==> config.mk <==
export PLATFORM = sky130hd
export DESIGN_NAME = div_arbiter_flat
export DESIGN_NICKNAME = d
export VERILOG_FILES = /design/src/rtl/div_arbiter_pkg.sv /design/src/rtl/div_arbiter_if.sv /design/src/rtl/rr_pick.sv /design/src/rtl/div_arbiter.sv /design/src/flat_wrapper.sv
export SDC_FILE = /design/constraint.sdc
export NUM_CORES = 1
export LEC_CHECK = 0
export CAP_MARGIN = 20
export CORE_MARGIN = 4
export CORE_UTILIZATION = 41
export DETAILED_ROUTE_END_ITERATION = 10
export MAX_ROUTING_LAYER = met4
export PLACE_DENSITY = 0.92
export SYNTH_ARGS = -nofsm -noshare
export SYNTH_HDL_FRONTEND = slang
export SYNTH_HIERARCHICAL = 1
export SYNTH_SLANG_ARGS = --single-unit
==> constraint.sdc <==
create_clock -name clk -period 2.7 [get_ports clk]
set_input_delay 0.81 -clock clk [delete_from_list [all_inputs] [get_ports clk]]
set_output_delay 0.81 -clock clk [all_outputs]
set_load 0.02 [all_outputs]
==> src/rtl/div_arbiter_pkg.sv <==
// Shared types and defaults for the divider arbiter and its round-robin selector.
package div_arb_pkg;

  localparam int unsigned DIV_W           = 32;
  localparam int unsigned TIMEOUT_DEF     = 40;
  localparam int unsigned READY_GUARD_DEF = 2;

  typedef enum logic [1:0] {
    IDLE  = 2'd0,
    START = 2'd1,
    WAIT  = 2'd2,
    RESP  = 2'd3
  } state_e;

endpackage

==> src/rtl/div_arbiter_if.sv <==
// Requester-side and divider-side signals of the shared divider arbiter.
interface div_arbiter_if #(
  parameter int unsigned NUM_REQ = 2
);
  import div_arb_pkg::*;

  logic [NUM_REQ-1:0]       req;
  logic [DIV_W*NUM_REQ-1:0] req_dividend;
  logic [DIV_W*NUM_REQ-1:0] req_divisor;
  logic [NUM_REQ-1:0]       req_ack;
  logic [NUM_REQ-1:0]       resp_valid;
  logic [DIV_W-1:0]         resp_result;
  logic                     resp_exception;
  logic                     resp_timeout;

  logic [DIV_W-1:0]         div_dividend;
  logic [DIV_W-1:0]         div_divisor;
  logic                     div_start;
  logic                     div_ready;
  logic [DIV_W-1:0]         div_result;
  logic                     div_exception;

  // master: the arbiter; slave: the requesters plus the divider
  modport master (
    input  req, req_dividend, req_divisor, div_ready, div_result, div_exception,
    output req_ack, resp_valid, resp_result, resp_exception, resp_timeout,
           div_dividend, div_divisor, div_start
  );

  modport slave (
    output req, req_dividend, req_divisor, div_ready, div_result, div_exception,
    input  req_ack, resp_valid, resp_result, resp_exception, resp_timeout,
           div_dividend, div_divisor, div_start
  );

endinterface

==> src/rtl/rr_pick.sv <==
// Combinational round-robin selector: first active request at or after ptr, wrapping at N.
module rr_pick #(
  parameter int unsigned N  = 2,
  parameter int unsigned IW = (N > 1) ? $clog2(N) : 1
) (
  input  logic [N-1:0]  req,
  input  logic [IW-1:0] ptr,
  output logic [N-1:0]  grant,
  output logic [IW-1:0] idx,
  output logic          any_req
);

  always_comb begin
    int unsigned c;
    logic        found;
    grant   = '0;
    idx     = '0;
    any_req = |req;
    found   = 1'b0;
    c       = 0;
    for (int unsigned k = 0; k < N; k++) begin
      c = (32'(ptr) + k) % N;
      if (!found && req[c]) begin
        found    = 1'b1;
        grant[c] = 1'b1;
        idx      = IW'(c);
      end
    end
  end

endmodule

==> src/rtl/div_arbiter.sv <==
// Shares one iterative signed divider among NUM_REQ requesters, round-robin,
// with divide-by-zero short-circuit, stale-ready guard and hang timeout.
module div_arbiter
  import div_arb_pkg::*;
#(
  parameter int unsigned NUM_REQ     = 2,
  parameter int unsigned TIMEOUT     = TIMEOUT_DEF,
  parameter int unsigned READY_GUARD = READY_GUARD_DEF
) (
  input  logic          clk,
  input  logic          reset,
  div_arbiter_if.master bus,
  output logic          busy
);

  localparam int unsigned IW = (NUM_REQ > 1) ? $clog2(NUM_REQ) : 1;
  localparam int unsigned CW = $clog2(TIMEOUT + 1);

  state_e             state, state_n;
  logic [IW-1:0]      rr_ptr, rr_n, owner, owner_n;
  logic [DIV_W-1:0]   dvd_q, dvd_n, dvs_q, dvs_n;
  logic [CW-1:0]      wait_cnt, cnt_n;
  logic [DIV_W-1:0]   res_q, res_n;
  logic               exc_q, exc_n, tmo_q, tmo_n;
  logic [NUM_REQ-1:0] ack_q, ack_n, valid_q, valid_n;
  logic [DIV_W-1:0]   rres_q, rres_n;
  logic               rexc_q, rexc_n, rtmo_q, rtmo_n;

  logic [NUM_REQ-1:0] grant;
  logic [IW-1:0]      gidx;
  logic               any_req;
  logic [DIV_W-1:0]   sel_dvd, sel_dvs;

  rr_pick #(
    .N  (NUM_REQ),
    .IW (IW)
  ) u_pick (
    .req     (bus.req),
    .ptr     (rr_ptr),
    .grant   (grant),
    .idx     (gidx),
    .any_req (any_req)
  );

  always_comb begin
    sel_dvd = '0;
    sel_dvs = '0;
    for (int unsigned i = 0; i < NUM_REQ; i++) begin
      if (gidx == IW'(i)) begin
        sel_dvd = bus.req_dividend[i*DIV_W +: DIV_W];
        sel_dvs = bus.req_divisor[i*DIV_W +: DIV_W];
      end
    end
  end

  always_comb begin
    state_n = state;
    rr_n    = rr_ptr;
    owner_n = owner;
    dvd_n   = dvd_q;
    dvs_n   = dvs_q;
    cnt_n   = wait_cnt;
    res_n   = res_q;
    exc_n   = exc_q;
    tmo_n   = tmo_q;
    ack_n   = '0;
    valid_n = '0;
    rres_n  = '0;
    rexc_n  = 1'b0;
    rtmo_n  = 1'b0;
    unique case (state)
      IDLE: begin
        if (any_req) begin
          ack_n   = grant;
          owner_n = gidx;
          dvd_n   = sel_dvd;
          dvs_n   = sel_dvs;
          if (sel_dvs == '0) begin
            res_n   = '0;
            exc_n   = 1'b1;
            tmo_n   = 1'b0;
            state_n = RESP;
          end else begin
            state_n = START;
          end
        end
      end
      START: begin
        cnt_n   = '0;
        state_n = WAIT;
      end
      WAIT: begin
        cnt_n = wait_cnt + CW'(1);
        // a qualified ready takes priority over a simultaneous timeout
        if (bus.div_ready && (wait_cnt >= CW'(READY_GUARD))) begin
          res_n   = bus.div_result;
          exc_n   = bus.div_exception;
          tmo_n   = 1'b0;
          state_n = RESP;
        end else if (wait_cnt == CW'(TIMEOUT - 1)) begin
          res_n   = '0;
          exc_n   = 1'b1;
          tmo_n   = 1'b1;
          state_n = RESP;
        end
      end
      RESP: begin
        valid_n[owner] = 1'b1;
        rres_n  = res_q;
        rexc_n  = exc_q;
        rtmo_n  = tmo_q;
        rr_n    = (32'(owner) == NUM_REQ - 1) ? '0 : owner + IW'(1);
        state_n = IDLE;
      end
      default: state_n = IDLE;
    endcase
  end

  always_ff @(posedge clk) begin
    if (reset) begin
      state    <= IDLE;
      rr_ptr   <= '0;
      owner    <= '0;
      dvd_q    <= '0;
      dvs_q    <= '0;
      wait_cnt <= '0;
      res_q    <= '0;
      exc_q    <= 1'b0;
      tmo_q    <= 1'b0;
      ack_q    <= '0;
      valid_q  <= '0;
      rres_q   <= '0;
      rexc_q   <= 1'b0;
      rtmo_q   <= 1'b0;
    end else begin
      state    <= state_n;
      rr_ptr   <= rr_n;
      owner    <= owner_n;
      dvd_q    <= dvd_n;
      dvs_q    <= dvs_n;
      wait_cnt <= cnt_n;
      res_q    <= res_n;
      exc_q    <= exc_n;
      tmo_q    <= tmo_n;
      ack_q    <= ack_n;
      valid_q  <= valid_n;
      rres_q   <= rres_n;
      rexc_q   <= rexc_n;
      rtmo_q   <= rtmo_n;
    end
  end

  assign bus.req_ack        = ack_q;
  assign bus.resp_valid     = valid_q;
  assign bus.resp_result    = rres_q;
  assign bus.resp_exception = rexc_q;
  assign bus.resp_timeout   = rtmo_q;
  assign bus.div_dividend   = dvd_q;
  assign bus.div_divisor    = dvs_q;
  assign bus.div_start      = (state == START);
  assign busy               = (state != IDLE);

endmodule

==> src/flat_wrapper.sv <==
// flat-port wrapper written by rule: the top's interface ports become plain ports
module div_arbiter_flat import div_arb_pkg::*;
#(
  parameter int unsigned NUM_REQ     = 2,
  parameter int unsigned TIMEOUT     = TIMEOUT_DEF,
  parameter int unsigned READY_GUARD = READY_GUARD_DEF
)
  (clk, reset, busy, bus_req, bus_req_dividend, bus_req_divisor, bus_div_ready, bus_div_result, bus_div_exception, bus_req_ack, bus_resp_valid, bus_resp_result, bus_resp_exception, bus_resp_timeout, bus_div_dividend, bus_div_divisor, bus_div_start);
  div_arbiter_if #(.NUM_REQ(NUM_REQ)) bus_i ();
  input  logic clk;
  input  logic reset;
  output logic busy;
  input wire logic [$bits(bus_i.req)-1:0] bus_req;
  input wire logic [$bits(bus_i.req_dividend)-1:0] bus_req_dividend;
  input wire logic [$bits(bus_i.req_divisor)-1:0] bus_req_divisor;
  input wire logic [$bits(bus_i.div_ready)-1:0] bus_div_ready;
  input wire logic [$bits(bus_i.div_result)-1:0] bus_div_result;
  input wire logic [$bits(bus_i.div_exception)-1:0] bus_div_exception;
  output wire logic [$bits(bus_i.req_ack)-1:0] bus_req_ack;
  output wire logic [$bits(bus_i.resp_valid)-1:0] bus_resp_valid;
  output wire logic [$bits(bus_i.resp_result)-1:0] bus_resp_result;
  output wire logic [$bits(bus_i.resp_exception)-1:0] bus_resp_exception;
  output wire logic [$bits(bus_i.resp_timeout)-1:0] bus_resp_timeout;
  output wire logic [$bits(bus_i.div_dividend)-1:0] bus_div_dividend;
  output wire logic [$bits(bus_i.div_divisor)-1:0] bus_div_divisor;
  output wire logic [$bits(bus_i.div_start)-1:0] bus_div_start;
  assign bus_i.req = bus_req;
  assign bus_i.req_dividend = bus_req_dividend;
  assign bus_i.req_divisor = bus_req_divisor;
  assign bus_i.div_ready = bus_div_ready;
  assign bus_i.div_result = bus_div_result;
  assign bus_i.div_exception = bus_div_exception;
  assign bus_req_ack = bus_i.req_ack;
  assign bus_resp_valid = bus_i.resp_valid;
  assign bus_resp_result = bus_i.resp_result;
  assign bus_resp_exception = bus_i.resp_exception;
  assign bus_resp_timeout = bus_i.resp_timeout;
  assign bus_div_dividend = bus_i.div_dividend;
  assign bus_div_divisor = bus_i.div_divisor;
  assign bus_div_start = bus_i.div_start;
  div_arbiter #(.NUM_REQ(NUM_REQ), .TIMEOUT(TIMEOUT), .READY_GUARD(READY_GUARD)) u_core (.clk(clk), .reset(reset), .bus(bus_i), .busy(busy));
endmodule
==> flow_summary_export.csv <==
group,metric,value,unit
run_status,status,"completed",
cells_and_area,layout_commonest_cell,"clkdlybuf4s50_1",
timing,timing.hold.ws,455,ps
drt,vias,5276,
clock_tree,clk_path_buf_depth,2,
timing,post-route-period-util,94.8,%
die,die-width,126,um
synth,syn_inst,552,
clock_tree,post_cts_buffers,0,
critical_path,reg2reg_to,"u_core/res_q[6]",
timing,rsz0062_at_grt,"false",
drt,wl_per_cell,18.4,um
grt,grt_max_degree,48,
synth,synth-edff-count,0,
critical_path,r2r_setup_slack,570,ps
die,start_util,42.5,%
synth,synth.cell_area,5720,um^2
synth,synth_top_family_by_area,"compound AO/OA/AOI/OAI gates",
synth,synth_cell_type_count,45,
timing,slew_viol_final,0,
worst_hold_path,min_path_type,"reg -> reg",
grt,busiest_layer,"met2",
clock_tree,htreeDepth,4,
grt,grt_pass1_vias,5456,
power,p_per_area,899,nW/um^2
critical_path,critPathLaunch,"bus_req_divisor[33]",
die,die-area,15900,um^2
place,dp_hpwl,14000,um
grt,grt_pass1_wl,29100,um
drt,finalWirelength,18800,um
cells_and_area,final_cell_area,9370,um^2
synth,synth_fa_ha_area_share,1.53,%
power,vdd_drop_max,600,uV
critical_path,start_kind,"input pin",
cells_and_area,final_cell_mix,"clkdlybuf4s50_1 (267), dfxtp_1 (146), nor2_1 (78), mux2i_1 (65), a211oi_1 (64)",
timing,skew,8.86,ps
synth,synth_flop_cell,"dfxtp_1",
place,place_area,8770,um^2
synth,synth.net_count,725,
drt,firstDrtPassIters,4,
synth,synthMuxAreaShare,11.4,%
timing,period_needed,2560,ps
synth,ys_seq_elements,146,
die,rows,42,
grt,grt.met2_usage,40.9,%
grt,grt_use_met3,9.10,%
grt,use_met1,25.7,%
critical_path,cp-end-kind,"flip-flop",
drt,dr.first_iter.drc_count,252,
power,p_sw_share,35.8,%
synth,ys_warn_count,6,
timing,tightest_slew,500,ps
timing,setup_viol,0,
synth,synth-compound-area-share,17.4,%
critical_path,critPathArrivalTime,2870,ps
clock_tree,clk_pin_slew,60,ps
place,io_buffers,269,
clock_tree,cts_buffers,17,
grt,grt-ovfl-total,0,
drt,postRouteAntennaNets,0,
clock_tree,cts_tree,"done",
power,p_seq_share,33.2,%
cells_and_area,syn_to_final_growth,63.7,%
critical_path,crit_path_end,"u_core/res_q[6]",
cells_and_area,fin_util,69.6,%
drt,drc,0,
die,io_pins,270,
clock_tree,clk_latency,420,ps
synth,yosysSeqAreaShare,51.1,%
timing,hold_violations,0,
power,comb_power_share,39.9,%
power,p_int,5410,uW
power,leakage,0.00358,uW
cells_and_area,nets,1004,
cells_and_area,drive_gt1_share,12.4,%
critical_path,crit_fanout,18,
clock_tree,cts-hold-fix-buffers,0,
grt,grt_use_total,24.2,%
clock_tree,root_buffer,"clkbuf_16",
power,total_switching_power,3010,uW
timing,fmax,0.391,GHz
synth,ys_async_sr_fraction,0,%
clock_tree,cts_resized,1,
grt,grt_antenna_before_repair,1,
critical_path,reg2regPathDepth,8,
timing,slew_headroom,66.6,%
clock_tree,numClockSinks,146,
critical_path,worstSetupPathType,"in -> reg",
timing,final.setup.tns,0,ps
run,maxCapViolCount,0,
die,die_h,126,um
place,gp_congestion,0.893,
critical_path,crit_required,3010,ps
synth,synth_xor_area_share,0.613,%
synth,syn_avg_cell_area,10.4,um^2
critical_path,reg2reg_from,"u_core/wait_cnt[0]",
die,coreArea,13500,um^2
power,pwr-share-clk,27.0,%
synth,synthSimpleGateAreaFrac,14.0,%
drt,viasPerCell,5.17,
[synthesized netlist by cell type, types with 2 or more instances]
master / n / share of area (%)
a31oi_1: 3 / 0.33
xor2_1: 4 / 0.61
a21oi_1: 4 / 0.35
a211oi_1: 64 / 8.4
a22o_1: 3 / 0.46
clkbuf_1: 26 / 1.7
buf_1: 2 / 0.13
buf_6: 3 / 0.59
and2_1: 37 / 4.0
nor4_1: 16 / 1.8
nand2_1: 6 / 0.39
o21ai_0: 2 / 0.18
nand4_1: 7 / 0.77
dfxtp_1: 146 / 51
nor2_1: 78 / 5.1
buf_2: 8 / 0.70
a21boi_0: 3 / 0.39
inv_1: 10 / 0.66
nor3_1: 5 / 0.44
ha_1: 7 / 1.5
nor3b_1: 2 / 0.26
a22o_2: 29 / 5.1
mux2i_1: 65 / 11
[critical path, cell delays in order]
cell and delay (ps):
clkdlybuf4s50_1 440, nor4_1 420, buf_4 180, nand4_1 100, nor3_1 160, buf_4 160, o32ai_4 130, buf_12 190
a22o_2 270
[through the flow]
| stage | setup WS (ps) | instances | power (uW) |
|---|---|---|---|
| after floorplan | 406 | 552 | 4580 |
| after global placement | -249 | 987 | 6120 |
| after detailed placement | -259 | 987 | 6170 |
| after CTS | 127 | 1019 | 8480 |
| after global routing | 39.6 | 1021 | 8870 |
| final | 140 | 1021 | 8420 |
[area by class of cell]
class	instances	area (um^2)
multi-input cells	355	2590
flip-flops and latches	146	2920
fillers	976	4090
diodes	1	2.50
well taps	176	220
inverters	10	37.5
repair buffers	301	3020
clock buffers	18	429
clock inverters	14	141
[power by group through the flow]
stage,Sequential (uW),Combinational (uW),Clock [uW]
2_1_floorplan,3260,1310,0
3_3_place_gp,2810,3310,0
3_5_place_dp,2830,3350,0
4_1_cts,2790,3380,2310
5_1_grt,2850,3620,2400
6_report,2790,3360,2270
[how the worst min path moves through the flow]
stage / depth (start not counted) / endpoint / slack [ps] / startpoint
finish: 1 / u_core/tmo_q / 450 / u_core/tmo_q
global route: 1 / u_core/tmo_q / 480 / u_core/tmo_q
CTS: 1 / u_core/tmo_q / 460 / u_core/tmo_q
detailed placement: 1 / u_core/tmo_q / 440 / u_core/tmo_q
global placement: 1 / u_core/tmo_q / 440 / u_core/tmo_q
floorplan: 1 / u_core/tmo_q / 420 / u_core/tmo_q
[routing by layer]
layer / wire, um / share of wire (%) / vias up
met4: 412 / 2.2 / 0
met1: 7160 / 38 / 2444
met3: 1720 / 9.1 / 33
li1: - / - / 2571
met2: 9490 / 51 / 228
met5: 0 / 0 / -
[cells by family after synthesis]
kind of cell	count (synthesis)
xor+xnor	4
simple gates	160
buf+inv	51
mux	65
fa+ha+maj	7
flops	146
compound gates	119
[state kept, by name, indices dropped and copies added, names as in the netlist, 2 cells and up]
register                 cells
u_core/wait_cnt              6
u_core/bus.div_dividend     32
u_core/bus.resp_result      32
u_core/bus.div_divisor      32
u_core/state                 2
u_core/res_q                32
u_core/bus.req_ack           2
u_core/bus.resp_valid        2
No activity file was read; power rests on OpenSTA's default activity.
